<file path="src/rtl/alu_arbiter.sv">
// Round-robin arbiter/sequencer sharing one registered ALU between NUM_REQ requesters.
// Optional feature macro: ALU_ARB_DIVZERO_EN (divide-by-zero answered locally with an error).
module alu_arbiter #(
    parameter int NUM_REQ    = 4,
    parameter int DATA_WIDTH = 8,
    parameter int FUNC_WIDTH = 4
) (
    input  logic                             CLK,
    input  logic                             RST,
    input  logic [NUM_REQ-1:0]               REQ_VALID,
    output logic [NUM_REQ-1:0]               REQ_READY,
    input  logic [NUM_REQ*FUNC_WIDTH-1:0]    REQ_FUN,
    input  logic [NUM_REQ*DATA_WIDTH-1:0]    REQ_A,
    input  logic [NUM_REQ*DATA_WIDTH-1:0]    REQ_B,
    output logic [NUM_REQ-1:0]               RSP_VALID,
    input  logic [NUM_REQ-1:0]               RSP_READY,
    output logic [DATA_WIDTH-1:0]            RSP_DATA,
    output logic                             RSP_ERR,
    output logic                             ALU_EN,
    output logic [FUNC_WIDTH-1:0]            ALU_FUN,
    output logic [DATA_WIDTH-1:0]            ALU_A,
    output logic [DATA_WIDTH-1:0]            ALU_B,
    input  logic [DATA_WIDTH-1:0]            ALU_OUT,
    input  logic                             ALU_OUT_VALID,
    output logic                             BUSY
);

    localparam int PTR_W = (NUM_REQ > 1) ? $clog2(NUM_REQ) : 1;

    typedef enum logic [1:0] {IDLE, ISSUE, WAIT, RESP} state_t;

    state_t                  state_q, state_d;
    logic [PTR_W-1:0]        grant_q, grant_d;
    logic [FUNC_WIDTH-1:0]   aluFun_q, aluFun_d;
    logic [DATA_WIDTH-1:0]   aluA_q, aluA_d;
    logic [DATA_WIDTH-1:0]   aluB_q, aluB_d;
    logic [DATA_WIDTH-1:0]   rspData_q, rspData_d;

    logic [PTR_W-1:0]        winner;
    logic                    found;
    logic                    accept;
    logic                    divZero;
    logic [FUNC_WIDTH-1:0]   selFun;
    logic [DATA_WIDTH-1:0]   selA;
    logic [DATA_WIDTH-1:0]   selB;

`ifdef ALU_ARB_DIVZERO_EN
    localparam logic [FUNC_WIDTH-1:0] FUN_DIV = FUNC_WIDTH'(3);
    logic rspErr_q, rspErr_d;
`endif

    // Search starts one past the last grant, so a persistent requester waits at most NUM_REQ-1 grants.
    always_comb begin
        found  = 1'b0;
        winner = grant_q;
        for (int off = 1; off <= NUM_REQ; off++) begin
            if (!found && REQ_VALID[(int'(grant_q) + off) % NUM_REQ]) begin
                found  = 1'b1;
                winner = PTR_W'((int'(grant_q) + off) % NUM_REQ);
            end
        end
    end

    assign selFun = REQ_FUN[winner*FUNC_WIDTH +: FUNC_WIDTH];
    assign selA   = REQ_A[winner*DATA_WIDTH +: DATA_WIDTH];
    assign selB   = REQ_B[winner*DATA_WIDTH +: DATA_WIDTH];
    assign accept = (state_q == IDLE) && found;

    always_comb begin
        REQ_READY = '0;
        if (accept) begin
            REQ_READY[winner] = 1'b1;
        end
    end

`ifdef ALU_ARB_DIVZERO_EN
    assign divZero = (selFun == FUN_DIV) && (selB == '0);
`else
    assign divZero = 1'b0;
`endif

    always_comb begin
        state_d   = state_q;
        grant_d   = grant_q;
        aluFun_d  = aluFun_q;
        aluA_d    = aluA_q;
        aluB_d    = aluB_q;
        rspData_d = rspData_q;
`ifdef ALU_ARB_DIVZERO_EN
        rspErr_d  = rspErr_q;
`endif
        case (state_q)
            IDLE: begin
                if (accept) begin
                    grant_d = winner;
                    if (divZero) begin
                        // Never reaches the ALU; the operand registers keep the previous operation.
                        state_d   = RESP;
                        rspData_d = '1;
`ifdef ALU_ARB_DIVZERO_EN
                        rspErr_d  = 1'b1;
`endif
                    end else begin
                        state_d  = ISSUE;
                        aluFun_d = selFun;
                        aluA_d   = selA;
                        aluB_d   = selB;
`ifdef ALU_ARB_DIVZERO_EN
                        rspErr_d = 1'b0;
`endif
                    end
                end
            end
            ISSUE: begin
                state_d = WAIT;
            end
            WAIT: begin
                if (ALU_OUT_VALID) begin
                    state_d   = RESP;
                    rspData_d = ALU_OUT;
                end
            end
            RESP: begin
                if (RSP_READY[grant_q]) begin
                    state_d = IDLE;
                end
            end
            default: begin
                state_d = IDLE;
            end
        endcase
    end

    always_ff @(posedge CLK) begin
        if (RST) begin
            state_q   <= IDLE;
            grant_q   <= PTR_W'(NUM_REQ - 1);
            aluFun_q  <= '0;
            aluA_q    <= '0;
            aluB_q    <= '0;
            rspData_q <= '0;
`ifdef ALU_ARB_DIVZERO_EN
            rspErr_q  <= 1'b0;
`endif
        end else begin
            state_q   <= state_d;
            grant_q   <= grant_d;
            aluFun_q  <= aluFun_d;
            aluA_q    <= aluA_d;
            aluB_q    <= aluB_d;
            rspData_q <= rspData_d;
`ifdef ALU_ARB_DIVZERO_EN
            rspErr_q  <= rspErr_d;
`endif
        end
    end

    always_comb begin
        RSP_VALID = '0;
        if (state_q == RESP) begin
            RSP_VALID[grant_q] = 1'b1;
        end
    end

    assign ALU_EN   = (state_q == ISSUE);
    assign ALU_FUN  = aluFun_q;
    assign ALU_A    = aluA_q;
    assign ALU_B    = aluB_q;
    assign RSP_DATA = rspData_q;
    assign BUSY     = (state_q != IDLE);

`ifdef ALU_ARB_DIVZERO_EN
    assign RSP_ERR = rspErr_q;
`else
    assign RSP_ERR = 1'b0;
`endif

endmodule
</file>
<file path="config.mk">
export PLATFORM = sky130hd
export DESIGN_NAME = alu_arbiter
export DESIGN_NICKNAME = d
export VERILOG_FILES = /design/src/rtl/alu_arbiter.sv
export SDC_FILE = /design/constraint.sdc
export NUM_CORES = 1
export LEC_CHECK = 0
export CAP_MARGIN = 20
export CORE_MARGIN = 2
export CORE_UTILIZATION = 37
export CTS_CLUSTER_SIZE = 25
export DETAILED_ROUTE_END_ITERATION = 12
export GPL_TIMING_DRIVEN = 1
export PLACE_DENSITY = 0.93
export SLEW_MARGIN = 40
export SYNTH_ARGS = -nofsm -noshare
export SYNTH_HDL_FRONTEND = slang
export SYNTH_SLANG_ARGS = --single-unit
</file>
<file path="constraint.sdc">
create_clock -name CLK -period 2.85 [get_ports CLK]
set_input_delay 0.285 -clock CLK [delete_from_list [all_inputs] [get_ports CLK]]
set_output_delay 0.285 -clock CLK [all_outputs]
set_load 0.02 [all_outputs]
</file>
After elaboration in Yosys (flattened, before gate mapping)
Cells that the tools add are included.

Shift operators: 3. Order comparisons: 8. $add $sub $neg: 4. Reductions and logical operators: 18. Multiplexer cells: 32. Equal/unequal tests: 6. Bitwise gates (word level): 4.

Operators by type and width (number): 32-bit by 6-bit variable part select with 8-bit output (2); 3-bit by 4-bit less-than comparator with 1-bit output (second input constant) (4); 16-bit by 5-bit variable part select with 4-bit output (1); 1-bit 2-to-1 mux (15); 2-bit 2-to-1 mux (7); 1-bit binary-select mux with 2-bit select (5); 4-bit 2-to-1 mux (2); 2-bit one-hot mux with 4 select lines (1); 2-bit OR reduction (4); 1-bit logical AND (6); 2-bit by 3-bit less-than comparator with 1-bit output (second input constant) (2); 2-bit != test (second input constant) (3); 2-bit by 1-bit adder with 2-bit output (second input constant) (2); 2-bit adder (second input constant) (2); 1-bit bitwise AND (first input constant) (4); 1-bit demux with 2-bit select (2); 2-bit == test (second input constant) (2); 2-bit by 1-bit greater-or-equal comparator with 1-bit output (second input constant) (2); 2-bit AND reduction (2); 1-bit zero test (3); 3-bit AND reduction (1); 2-bit by 1-bit == test with 1-bit output (second input constant) (1); 2-bit zero test (1); 2-bit nonzero test (1).

Output and inout bits: 39. Word-level logic and storage cells: 81. Register bits after elaboration: 32. Input bits: 99.

Logic depth before layout (Yosys ltp)
Word-level depth: 21. Mapped depth: 10. Depth with buffers taken out: 8.

Worst setup path before layout
Ideal clock, no wire load.

Kind: register -> output. Start: register grant_q[0]. End: output port REQ_READY[0]. Buffers on the path: 2. Data arrival time: 2.295 ns. Cell stages (with the launch flop): 9. Path slack: 0.270 ns. Path through: dfxtp_1 -> buf_6 -> inv_1 -> ha_1 -> mux2_2 -> o22ai_1 -> a21oi_2 -> buf_2 -> nor3_1.

Longest elaborated chain between the ends: 19.

Ends and longest elaborated chain: start, declared (RTL line 33) `logic [PTR_W-1:0] grant_q, grant_d;`; start signal, assigned (RTL line 137) `grant_q <= PTR_W'(NUM_REQ - 1);`; start signal, assigned (RTL line 147) `grant_q <= grant_d;`; 2-bit by 1-bit adder with 2-bit output (RTL line 57, 59); 1-bit binary-select mux with 2-bit select (RTL line 57) `if (!found && REQ_VALID[(int'(grant_q) + off) % NUM_REQ]) begin`; 1-bit 2-to-1 mux (not written as such) (2 in a row) (RTL line 57); 1-bit 2-to-1 mux (RTL line 57); 1-bit zero test (RTL line 57); 1-bit logical AND (RTL line 57); 1-bit 2-to-1 mux (RTL line 57); 1-bit zero test (RTL line 57); [2 not listed]; 1-bit zero test (RTL line 57); 1-bit logical AND (RTL line 57); 2-bit 2-to-1 mux (RTL line 57); 2-bit by 3-bit less-than comparator with 1-bit output (not written as such) or 2-bit by 1-bit greater-or-equal comparator with 1-bit output (tied branches) (RTL line 72) `REQ_READY[winner] = 1'b1;`; 1-bit logical AND (not written as such) (RTL line 72); 1-bit 2-to-1 mux (not written as such) (RTL line 72); 1-bit demux with 2-bit select (RTL line 72); 4-bit 2-to-1 mux (*) (RTL line 71) `if (accept) begin`; end, declared (RTL line 11) `output logic [NUM_REQ-1:0] REQ_READY,`.

Every way passes the cells marked *; elsewhere a longest branch is shown, timed or not. The select of a mux whose other input is x is not followed.

Final worst setup path
Start: register grant_q[0]. End: output port REQ_READY[2].

The elaborated chain is that of the path after synthesis.

==> summary.md <==
| Metric | Value |
|---|---|
| Crit Reg-Reg Endpoint | ALU_A[2]$_SDFFE_PP0P_ |
| Starting DRT DRC Count | 97 |
| Synthesized area | around 0.0021 mm2 |
| Die Footprint | 0.006421 mm2 |
| I/O pins | 138 |
| Worst-Margin Slew | ~0.5 ns |
| First-pass DRT Iterations | 4 |
| Initial antenna violation count | 0 |
| Worst skew pair latency | approximately 0.27 ns |
| Post-DP Area | 0.003620 mm2 |
| # H-tree levels | 2 |
| Data required time of the worst path | 2.57 ns |
| Synth warn | 0 |
| Final Cycle Share | a little over nine tenths |
| Total GRT Usage | 22.02% |
| Setup Crit Path Kind | reg2out |
| Die height | ~80 um |
| Std cell rows | 27 |
| Global-route wire length before repair | 11040 um |
| CTS root buf | clkbuf_8 |
| Vias | 2318 |
| Buffers on Ports | 136 |
| Total Wirelength | 7198 um |
| Hpwl dp | about 5900 um |
| CTS tree | done |
| Final ANT Viol Nets | 0 |
| Outcome | finished, final reports clean |
| Crit end category | primary output |
| Largest net degree at the start of global routing | 26 |
| Wirelength per Cell | ~16 um |
| Worst hold path type | reg2reg |
| Layout cell share with drive strength beyond 1 | 15.82% |
| Post-synthesis sequential area ratio | between 20% and 30% |
| Yosys reg bits | 32 |
| Initial Util | around two fifths |
| Leakage power | between 0.0015 and 0.002 uW |
| Final Hold Viols | 0 |
| Residual DRC | 0 |
| Max Root-Sink Buffers | 2 |
| Num Clock Sinks | 32 |
| Period minus WS final | roughly 2.8 ns |
| Synth Area per Inst | 9.324 um2 |
| Critical Path Start Type | register |
| CP startpoint | grant_q[0]$_SDFFE_PP1P_ |
| CP max FO | 6 |
| WP data arrival | approximately 2.5 ns |
| Post-Syn Instances | 230 |
| # setup viols final | 0 |
| Total power | between 2000 and 3000 uW |
| DR vias/cell | 5.209 |
| Total grt overflow | 0 |
| Worst R2R Setup Slack | approximately 0.25 ns |
| CP endpoint | REQ_READY[2] |
| Vias in the first global route | about 2500 |
| Slew HR | roughly 66% |
| Diodes inserted | 0 |
| Max cap viols | 0 |
| Worst hold slack | ~0.47 ns |
| Core Area | 0.005540 mm2 |
| Synth cell types | 42 |
| Pwr/cell area | about 770 mW/mm2 |
| Mapped Nets | between 300 and 400 |
| Fin. max-slew vios | 0 |
| Fmax achieved | 361.6 MHz |
| CTS Buf Count | 5 |
| Area growth syn-to-layout | 73.86% |
| Worst vdd ir | between 0.3 and 0.4 mV |
| Setup Skew | 0.005183 ns |
| # nets final | 479 |
| Worst-path clk slew | about 0.070 ns |
| Fillers | approximately 480 |
| R2R cell count | 8 |
| GPL Wtd Cong | 0.7998 |
| RSZ-0062 raised after global routing | no |
| Die Width | about 80 um |
| Reg2reg start | grant_q[1]$_SDFFE_PP1P_ |
| Finished Cell Area | between 0.003 and 0.004 mm2 |
| Hold_buf cts | 0 |
-- through the flow --
step | util, % | setup WS [ns] | setup TNS [ns] | cells
after detailed placement | 65.33 | -0.04454 | -0.1905 | 437
after floorplan | - | 0.2698 | 0 | 230
after global placement | 65.33 | 0.04639 | 0 | 437
after CTS | 67.25 | 0.02818 | 0 | 445
final | 67.30 | 0.08486 | 0 | 445
after global routing | 67.30 | 0.002033 | 0 | 445
-- critical path: stages, from the launching register on --
cell             delay [ns]
dfxtp_1                0.33
inv_1                  0.05
ha_1                   0.40
a21boi_1               0.26
o21ai_0                0.12
a211o_1                0.34
a31oi_2                0.22
and2_1                 0.17
clkdlybuf4s15_1        0.31
-- Yosys cell counts, drive strengths merged --
| cell type | number | area [um2] |
|---|---|---|
| a31o | 1 | 8.760 |
| a21oi | 11 | 58.81 |
| mux2i | 24 | 240.2 |
| or3b | 1 | 11.26 |
| nor2b | 1 | 6.260 |
| mux2 | 22 | 251.5 |
| a211oi | 2 | 20.02 |
| o41ai | 1 | 8.760 |
| nor3 | 4 | 20.02 |
| o21ai | 2 | 10.01 |
| a21boi | 1 | 7.510 |
| a2111oi | 1 | 27.53 |
| mux4 | 1 | 22.52 |
| nand2 | 13 | 48.80 |
| or2 | 2 | 12.52 |
| nand3 | 9 | 45.04 |
| nor2 | 31 | 118.9 |
| a221oi | 1 | 8.760 |
| and2 | 5 | 31.28 |
| clkbuf | 5 | 18.77 |
| o22ai | 1 | 6.260 |
| a211o | 2 | 17.52 |
| ha | 8 | 100.1 |
| conb | 1 | 3.750 |
| a31oi | 1 | 12.51 |
| buf | 15 | 120.1 |
| a221o | 20 | 200.2 |
| and3 | 1 | 6.260 |
| nand3b | 1 | 7.510 |
| dfxtp | 32 | 640.6 |
| a21o | 1 | 7.510 |
| inv | 7 | 26.28 |
| nor4 | 2 | 18.77 |
-- kinds of logic after synthesis --
kind of cell               share of synthesized area (%)
and+or+nand+nor                                    15.23
adders and majority gates                          4.668
other                                             0.1749
buffers and inverters                              7.701
DFF                                                29.87
AOI/OAI and AO/OA                                  18.38
muxes                                              23.98
-- layer usage --
layer	track usage (%)	share of wire [%]	routed length, um
met1	21.63	36	2571
met2	44.17	55	3963
met3	5.618	7.0	505
met4	6.780	2.2	158
met5	0	0	0
-- report_power, final --
part	internal (uW)	leakage, uW	switching, uW	total [uW]
Combinational	917	0.00120	881	1800
Clock	259	0.0000541	167	425
Sequential	574	0.000263	75.6	650
Total	1750	0.00152	1120	2870
-- placed cells by master, fill, tap and decap left out, types with 2 or more instances in the layout --
master / synthesis / layout
mux2_2: 20 / 20
a21oi_1: 10 / 10
dfxtp_1: 32 / 32
nor3_1: 4 / 4
nand2_1: 13 / 13
mux2i_1: 24 / 24
clkdlybuf4s50_1: 0 / 132
buf_4: 3 / 18
and2_1: 5 / 5
inv_1: 7 / 7
a211o_1: 2 / 2
ha_1: 8 / 8
dlygate4sd2_1: 0 / 2
nand3_1: 9 / 9
o21ai_0: 2 / 2
clkbuf_8: 0 / 5
nor2_1: 30 / 30
a221o_1: 20 / 20
-- flip-flops by register name, indices dropped and copies added (netlist names) --
register / count
ALU_A: 8
ALU_B: 8
RSP_DATA: 8
ALU_FUN: 4
grant_q: 2
state_q: 2
-- how the worst min path moves through the flow --
stage               cells after the start                      from  slack (ns)                        to
finish                                  2  RSP_DATA[2]$_SDFFE_PP0P_        0.47  RSP_DATA[2]$_SDFFE_PP0P_
global route                            2  RSP_DATA[2]$_SDFFE_PP0P_        0.50  RSP_DATA[2]$_SDFFE_PP0P_
CTS                                     2  RSP_DATA[2]$_SDFFE_PP0P_        0.47  RSP_DATA[2]$_SDFFE_PP0P_
detailed placement                      2  RSP_DATA[2]$_SDFFE_PP0P_        0.46  RSP_DATA[2]$_SDFFE_PP0P_
global placement                        2  RSP_DATA[7]$_SDFFE_PP0P_        0.44  RSP_DATA[7]$_SDFFE_PP0P_
floorplan                               1                       RST        0.38   grant_q[1]$_SDFFE_PP1P_
-- what timing repair did --
action	in CTS	in global routing
buffers inserted	0	0
gates cloned	0	0
endpoints found under the hold margin	0	0
setup endpoints to repair	4	2
gates resized for setup	5	3
-- cell type report --
cell class / count / area [um2] / area share [%]
well taps: 72 / 90.09 / 2.416
flip-flops and latches: 32 / 640.6 / 17.18
clock buffers: 5 / 68.82 / 1.846
inverters: 7 / 26.28 / 0.7047
repair buffers: 155 / 1509 / 40.47
multi-input cells: 171 / 1351 / 36.24
clock inverters: 3 / 42.54 / 1.141
No activity file was read; power rests on OpenSTA's default activity.
